### src/rtl/b_g_pkg.sv
// -----------------------------------------------------------------------------
// b_g_pkg
//   Shared constants and reference conversion functions for the b_g
//   binary-to-Gray block.
//
//   B_G_DEFAULT_WIDTH : default converter width.
//   B_G_MAX_WIDTH     : widest supported converter (the helper functions work
//                       on 32-bit containers, so narrower values are
//                       zero-extended into them).
//   bin2gray()        : reflected Gray encode, g = b ^ (b >> 1).
//   gray2bin()        : Gray decode (prefix XOR from the MSB down). The
//                       optional self-checker uses it.
//
//   Zero-extension is safe for both functions: leading zeros in the binary
//   value map to leading zeros in the Gray value, and the reverse also holds.
// -----------------------------------------------------------------------------
package b_g_pkg;

  localparam int B_G_DEFAULT_WIDTH = 3;
  localparam int B_G_MAX_WIDTH     = 32;

  function automatic logic [31:0] bin2gray(input logic [31:0] b);
    return b ^ (b >> 1);
  endfunction

  // Each binary bit is the XOR of all Gray bits at or above it.
  function automatic logic [31:0] gray2bin(input logic [31:0] g);
    logic [31:0] b;
    b[31] = g[31];
    for (int i = 30; i >= 0; i--) begin
      b[i] = b[i+1] ^ g[i];
    end
    return b;
  endfunction

endpackage

### src/rtl/b_g_if.sv
// -----------------------------------------------------------------------------
// b_g_if
//   Interface that bundles the data and valid signals of b_g.
//
//   in_valid  : qualifies B this cycle (master -> slave)
//   B         : binary input value, WIDTH bits (master -> slave)
//   out_valid : G was updated on the last edge (slave -> master)
//   G         : registered Gray code of the last valid B (slave -> master)
//   chk_err   : sticky self-check error. This signal exists only when
//               B_G_CHECK_EN is defined (slave -> master).
//
//   Modports:
//     master : the producer of B and consumer of G (the testbench or the
//              surrounding logic).
//     slave  : the b_g block itself.
// -----------------------------------------------------------------------------
interface b_g_if #(
  parameter int WIDTH = b_g_pkg::B_G_DEFAULT_WIDTH
);

  logic             in_valid;
  logic [WIDTH-1:0] B;
  logic             out_valid;
  logic [WIDTH-1:0] G;
`ifdef B_G_CHECK_EN
  logic             chk_err;
`endif

`ifdef B_G_CHECK_EN
  modport master (output in_valid, output B,
                  input  out_valid, input G, input chk_err);
  modport slave  (input  in_valid, input B,
                  output out_valid, output G, output chk_err);
`else
  modport master (output in_valid, output B,
                  input  out_valid, input G);
  modport slave  (input  in_valid, input B,
                  output out_valid, output G);
`endif

endinterface

### src/rtl/b_g_core.sv
// -----------------------------------------------------------------------------
// b_g_core
//   Purely combinational binary-to-Gray converter of width WIDTH.
//
//   b : binary input, WIDTH bits
//   g : reflected Gray code of b, WIDTH bits
//
//   The MSB passes straight through. Every lower bit is the XOR of its binary
//   bit and the next higher binary bit. The logic has no carry chain, so the
//   delay stays at a single XOR level for any WIDTH.
// -----------------------------------------------------------------------------
module b_g_core #(
  parameter int WIDTH = b_g_pkg::B_G_DEFAULT_WIDTH
) (
  input  logic [WIDTH-1:0] b,
  output logic [WIDTH-1:0] g
);

  assign g[WIDTH-1] = b[WIDTH-1];

  for (genvar i = 0; i < WIDTH - 1; i++) begin : g_bit
    assign g[i] = b[i+1] ^ b[i];
  end

endmodule

### src/rtl/b_g.sv
// -----------------------------------------------------------------------------
// b_g
//   Binary-to-Gray converter with a registered output stage. A value on bus.B
//   qualified by bus.in_valid is converted and appears on bus.G one clock
//   later, with bus.out_valid set high. The block has no backpressure and
//   accepts one value per clock.
//
//   Ports:
//     clk   : rising-edge clock
//     rst_n : asynchronous active-low reset. It clears G, out_valid and
//             chk_err.
//     bus   : b_g_if.slave (in_valid, B -> out_valid, G [, chk_err])
//
//   Optional feature macro: B_G_CHECK_EN
//     When B_G_CHECK_EN is defined, a shadow register captures B together
//     with G. The registered G is then decoded back to binary and compared
//     with the shadow value. Any mismatch while out_valid is high sets the
//     sticky chk_err flag one clock later, and only reset clears it. When the
//     macro is undefined, the shadow register, the decoder and chk_err are
//     all absent.
//
//   All outputs come straight from flops, so no combinational path exists
//   from the inputs to the outputs.
// -----------------------------------------------------------------------------
module b_g
  import b_g_pkg::*;
#(
  parameter int WIDTH = B_G_DEFAULT_WIDTH
) (
  input  logic  clk,
  input  logic  rst_n,
  b_g_if.slave  bus
);

  localparam int STAGES = 1;

  logic [WIDTH-1:0]  g_next;
  logic [WIDTH-1:0]  g_q;
  logic [STAGES-1:0] vld_pipe;

  b_g_core #(.WIDTH(WIDTH)) u_core (
    .b (bus.B),
    .g (g_next)
  );

  // G loads only on a valid cycle. An X/Z value on B while in_valid is low
  // never reaches g_q, because the load enable gates it out.
  always_ff @(posedge clk or negedge rst_n) begin
    if (!rst_n) begin
      g_q      <= '0;
      vld_pipe <= '0;
    end else begin
      vld_pipe[0] <= bus.in_valid;
      if (bus.in_valid) g_q <= g_next;
    end
  end

  assign bus.G         = g_q;
  assign bus.out_valid = vld_pipe[STAGES-1];

`ifdef B_G_CHECK_EN
  logic [WIDTH-1:0] b_q;
  logic             chk_err_q;
  logic [31:0]      g_dec;
  logic             mismatch;

  always_ff @(posedge clk or negedge rst_n) begin
    if (!rst_n) begin
      b_q <= '0;
    end else if (bus.in_valid) begin
      b_q <= bus.B;
    end
  end

  // The comparison uses the full 32-bit width. Both sides are zero-extended,
  // so the upper bits match by construction and every bit takes part.
  assign g_dec    = gray2bin(32'(g_q));
  assign mismatch = vld_pipe[STAGES-1] && (g_dec != 32'(b_q));

  always_ff @(posedge clk or negedge rst_n) begin
    if (!rst_n) begin
      chk_err_q <= 1'b0;
    end else begin
      chk_err_q <= chk_err_q | mismatch;
    end
  end

  assign bus.chk_err = chk_err_q;
`endif

endmodule

### src/flat_wrapper.sv
// flat-port wrapper written by rule: the top's interface ports become plain ports
module b_g_flat import b_g_pkg::*;
#(
  parameter int WIDTH = B_G_DEFAULT_WIDTH
)
  (clk, rst_n, bus_in_valid, bus_B, bus_out_valid, bus_G);
  b_g_if #(.WIDTH(WIDTH)) bus_i ();
  input  logic clk;
  input  logic rst_n;
  input wire logic [$bits(bus_i.in_valid)-1:0] bus_in_valid;
  input wire logic [$bits(bus_i.B)-1:0] bus_B;
  output wire logic [$bits(bus_i.out_valid)-1:0] bus_out_valid;
  output wire logic [$bits(bus_i.G)-1:0] bus_G;
  assign bus_i.in_valid = bus_in_valid;
  assign bus_i.B = bus_B;
  assign bus_out_valid = bus_i.out_valid;
  assign bus_G = bus_i.G;
  b_g #(.WIDTH(WIDTH)) u_core (.clk(clk), .rst_n(rst_n), .bus(bus_i));
endmodule
### config.mk
export PLATFORM = sky130hd
export DESIGN_NAME = b_g_flat
export DESIGN_NICKNAME = d
export VERILOG_FILES = /design/src/rtl/b_g_pkg.sv /design/src/rtl/b_g_if.sv /design/src/rtl/b_g_core.sv /design/src/rtl/b_g.sv /design/src/flat_wrapper.sv
export SDC_FILE = /design/constraint.sdc
export NUM_CORES = 1
export LEC_CHECK = 0
export CORE_AREA = 2 2 39 41
export CTS_BUF_LIST = sky130_fd_sc_hd__clkbuf_8 sky130_fd_sc_hd__clkbuf_16
export DETAILED_ROUTE_END_ITERATION = 10
export DIE_AREA = 0 0 41 43
export PLACE_DENSITY = 0.39
export SLEW_MARGIN = 20
export SYNTH_ARGS = -nofsm -noshare
export SYNTH_HDL_FRONTEND = slang
export SYNTH_SLANG_ARGS = --single-unit
### constraint.sdc
create_clock -name clk -period 1.9 [get_ports clk]
set_input_delay 0.285 -clock clk [delete_from_list [all_inputs] [get_ports clk]]
set_output_delay 0.285 -clock clk [all_outputs]
set_load 0.01 [all_outputs]
==> results.json <==
{
  "status": "finished, final reports clean",
  "gp_congestion": 0.528,
  "tritoncts": "built",
  "crit_start": "u_core.bus.G[2]$_DFFE_PN0P_",
  "drive_gt1_share_pct": 13.0,
  "hold_viol": 0,
  "cts.sinks": 4,
  "slowest_delay_ns": 0.53,
  "path_max_fanout": 2,
  "io_pins": 10,
  "dpl_worst_slack_ns": 0.582,
  "globalRoute.totalOverflow": 0,
  "grt_pass1_wl_um": 469,
  "crit_arrival_ns": 1.08,
  "regToRegEndpoint": "u_core.bus.G[2]$_DFFE_PN0P_",
  "timing.final.crit_share_pct": 72.0,
  "grt_pass1_vias": 121,
  "drc": 0,
  "min_period_ns": 1.37,
  "finalWirelength_um": 317,
  "htree_levels": 1,
  "holdCritPathClass": "primary input to async pin",
  "fin_skew_ns": 0,
  "start_util_pct": 10.6,
  "cap_violations": 0,
  "ff2ff_setup_slack_ns": 1.13,
  "syn_inst": 11,
  "r2r_cells": 1,
  "tightest_slew_ns": 0.199,
  "fp.dieH_um": 43,
  "core-area_mm2": 0.00138,
  "drv_slew": 0,
  "clk_root_buffer_cell": "clkbuf_8",
  "clockBufferDepth": 2,
  "cp-start-kind": "flip-flop",
  "cp-endpoint": "bus_G[2]",
  "post_cts.repair.setup_buffers": 0,
  "tns_ns": 0,
  "setup_viol_count_final": 0,
  "crit_chain": "clkdlybuf4s50_1",
  "crit_slowest_cell": "clkdlybuf4s50_1",
  "port_buffers": 9,
  "peakVddDrop_mv": 0.200,
  "path_class": "flip-flop to output port",
  "critPathTopFamily": "buffers and inverters",
  "yosys_warnings": 0,
  "nets": 31,
  "clkTransAtPathRegs_ns": 0.03,
  "drt_first_pass_iters": 1,
  "syn-cell-area_um2": 146,
  "crit_buf_inv": 1,
  "setup_slack_ns": 0.532,
  "die_x_um": 41,
  "die_area_mm2": 0.00176,
  "fin_util_pct": 21.5,
  "diodes": 0,
  "required_ns": 1.62,
  "via_per_inst": 3.21,
  "synthesis.nets": 17,
  "post_cts_resized": 0,
  "track_usage_pct": 5.24,
  "fmax_mhz": 731,
  "detail_route.wl_per_cell_um": 8.13,
  "holdBufCountCts": 0,
  "syn_avg_cell_area_um2": 13.3,
  "num_vias": 125,
  "antenna_found_initial": 0,
  "clk_latency_ns": 0.21,
  "rsz0062_at_grt": "false",
  "p_leak_nw": 0.117,
  "fp-row-count": 14,
  "final_common_cell": "clkdlybuf4s50_1",
  "area_delta_synth_final_pct": 103,
  "r2r-start": "u_core.bus.G[2]$_DFFE_PN0P_",
  "cp-end-kind": "output port",
  "ys_types": 5,
  "drt_iter0_drc": 0,
  "powerDensity_mw_per_mm2": 1060,
  "drtAntennaViolNets": 0,
  "grt_max_degree": 7,
  "cts_buffers": 3,
  "slew_headroom_pct": 86.7,
  "synth-seq-cells": 4,
  "cp_num_cells": 1,
  "synth_seq_area_share_pct": 68.4,
  "layout_common_cells": "clkdlybuf4s50_1 (9), dfrtp_1 (4), clkbuf_8 (3)"
}
[per-layer routing]
metal / GRT usage [%] / routed length [um] / part of all wire [%]
met1: 5.52 / 137 / 43
met2: 3.44 / 82 / 26
met3: 4.71 / 65 / 21
met4: 10.0 / 32 / 10
met5: 0 / 0 / 0
[state kept, by name (all words and copies together) (netlist names)]
signal	flops
u_core.bus.G	3
u_core.bus.out_valid	1
[where the power goes]
part	leakage (nW)	internal, mW	switching [mW]	total, mW
registers	0.0456	0.0943	0.00403	0.0983
clock network	0.0216	0.135	0.0392	0.174
logic	0.0501	0.0292	0.0158	0.0450
total	0.117	0.258	0.0591	0.317
[kinds of logic after synthesis]
| kind of cell | count (synthesis) | synth area share [%] |
|---|---|---|
| AND/OR/NAND/NOR | 2 | 5.13 |
| XOR/XNOR | 2 | 12.0 |
| AO/OA/AOI/OAI | 2 | 6.84 |
| flip-flops | 4 | 68.4 |
| multiplexers | 1 | 7.69 |
[metrics by stage]
| stage | cells | total power, mW | cell area, um2 | hold WS (ns) |
|---|---|---|---|---|
| after detailed placement | 36 | 0.145 | 256 | 0.484 |
| final | 39 | 0.317 | 298 | 0.279 |
| after CTS | 39 | 0.322 | 298 | 0.277 |
| after floorplan | 11 | 0.112 | 146 | -0.0106 |
| after global routing | 39 | 0.335 | 298 | 0.281 |
| after global placement | 36 | 0.144 | 256 | 0.480 |
[synthesized netlist by cell type (all sizes together)]
master / count / area [um2]
dfrtp: 4 / 100
a21oi: 2 / 10.0
nor2: 2 / 7.51
mux2: 1 / 11.3
xnor2: 2 / 17.5
[area by class of cell]
| cell class | count | area (um2) |
|---|---|---|
| Multi-Input combinational cell | 7 | 46.3 |
| Clock buffer | 3 | 41.3 |
| Timing Repair Buffer | 9 | 90.1 |
| Tap cell | 16 | 20.0 |
| Fill cell | 159 | 1090 |
| Sequential cell | 4 | 100 |
[worst min path at each step]
stage | slack [ns] | startpoint | to | depth (start not counted)
3_3_place_gp | 0.48 | u_core.bus.G[2]$_DFFE_PN0P_ | u_core.bus.G[2]$_DFFE_PN0P_ | 1
6_report | 0.28 | rst_n | u_core.bus.G[1]$_DFFE_PN0P_ | 1
4_1_cts | 0.28 | rst_n | u_core.bus.G[1]$_DFFE_PN0P_ | 1
5_1_grt | 0.28 | rst_n | u_core.bus.G[1]$_DFFE_PN0P_ | 1
2_1_floorplan | -0.01 | rst_n | u_core.bus.G[0]$_DFFE_PN0P_ | 0
3_5_place_dp | 0.48 | u_core.bus.G[2]$_DFFE_PN0P_ | u_core.bus.G[2]$_DFFE_PN0P_ | 1
Power figures use the tool's default switching activity.
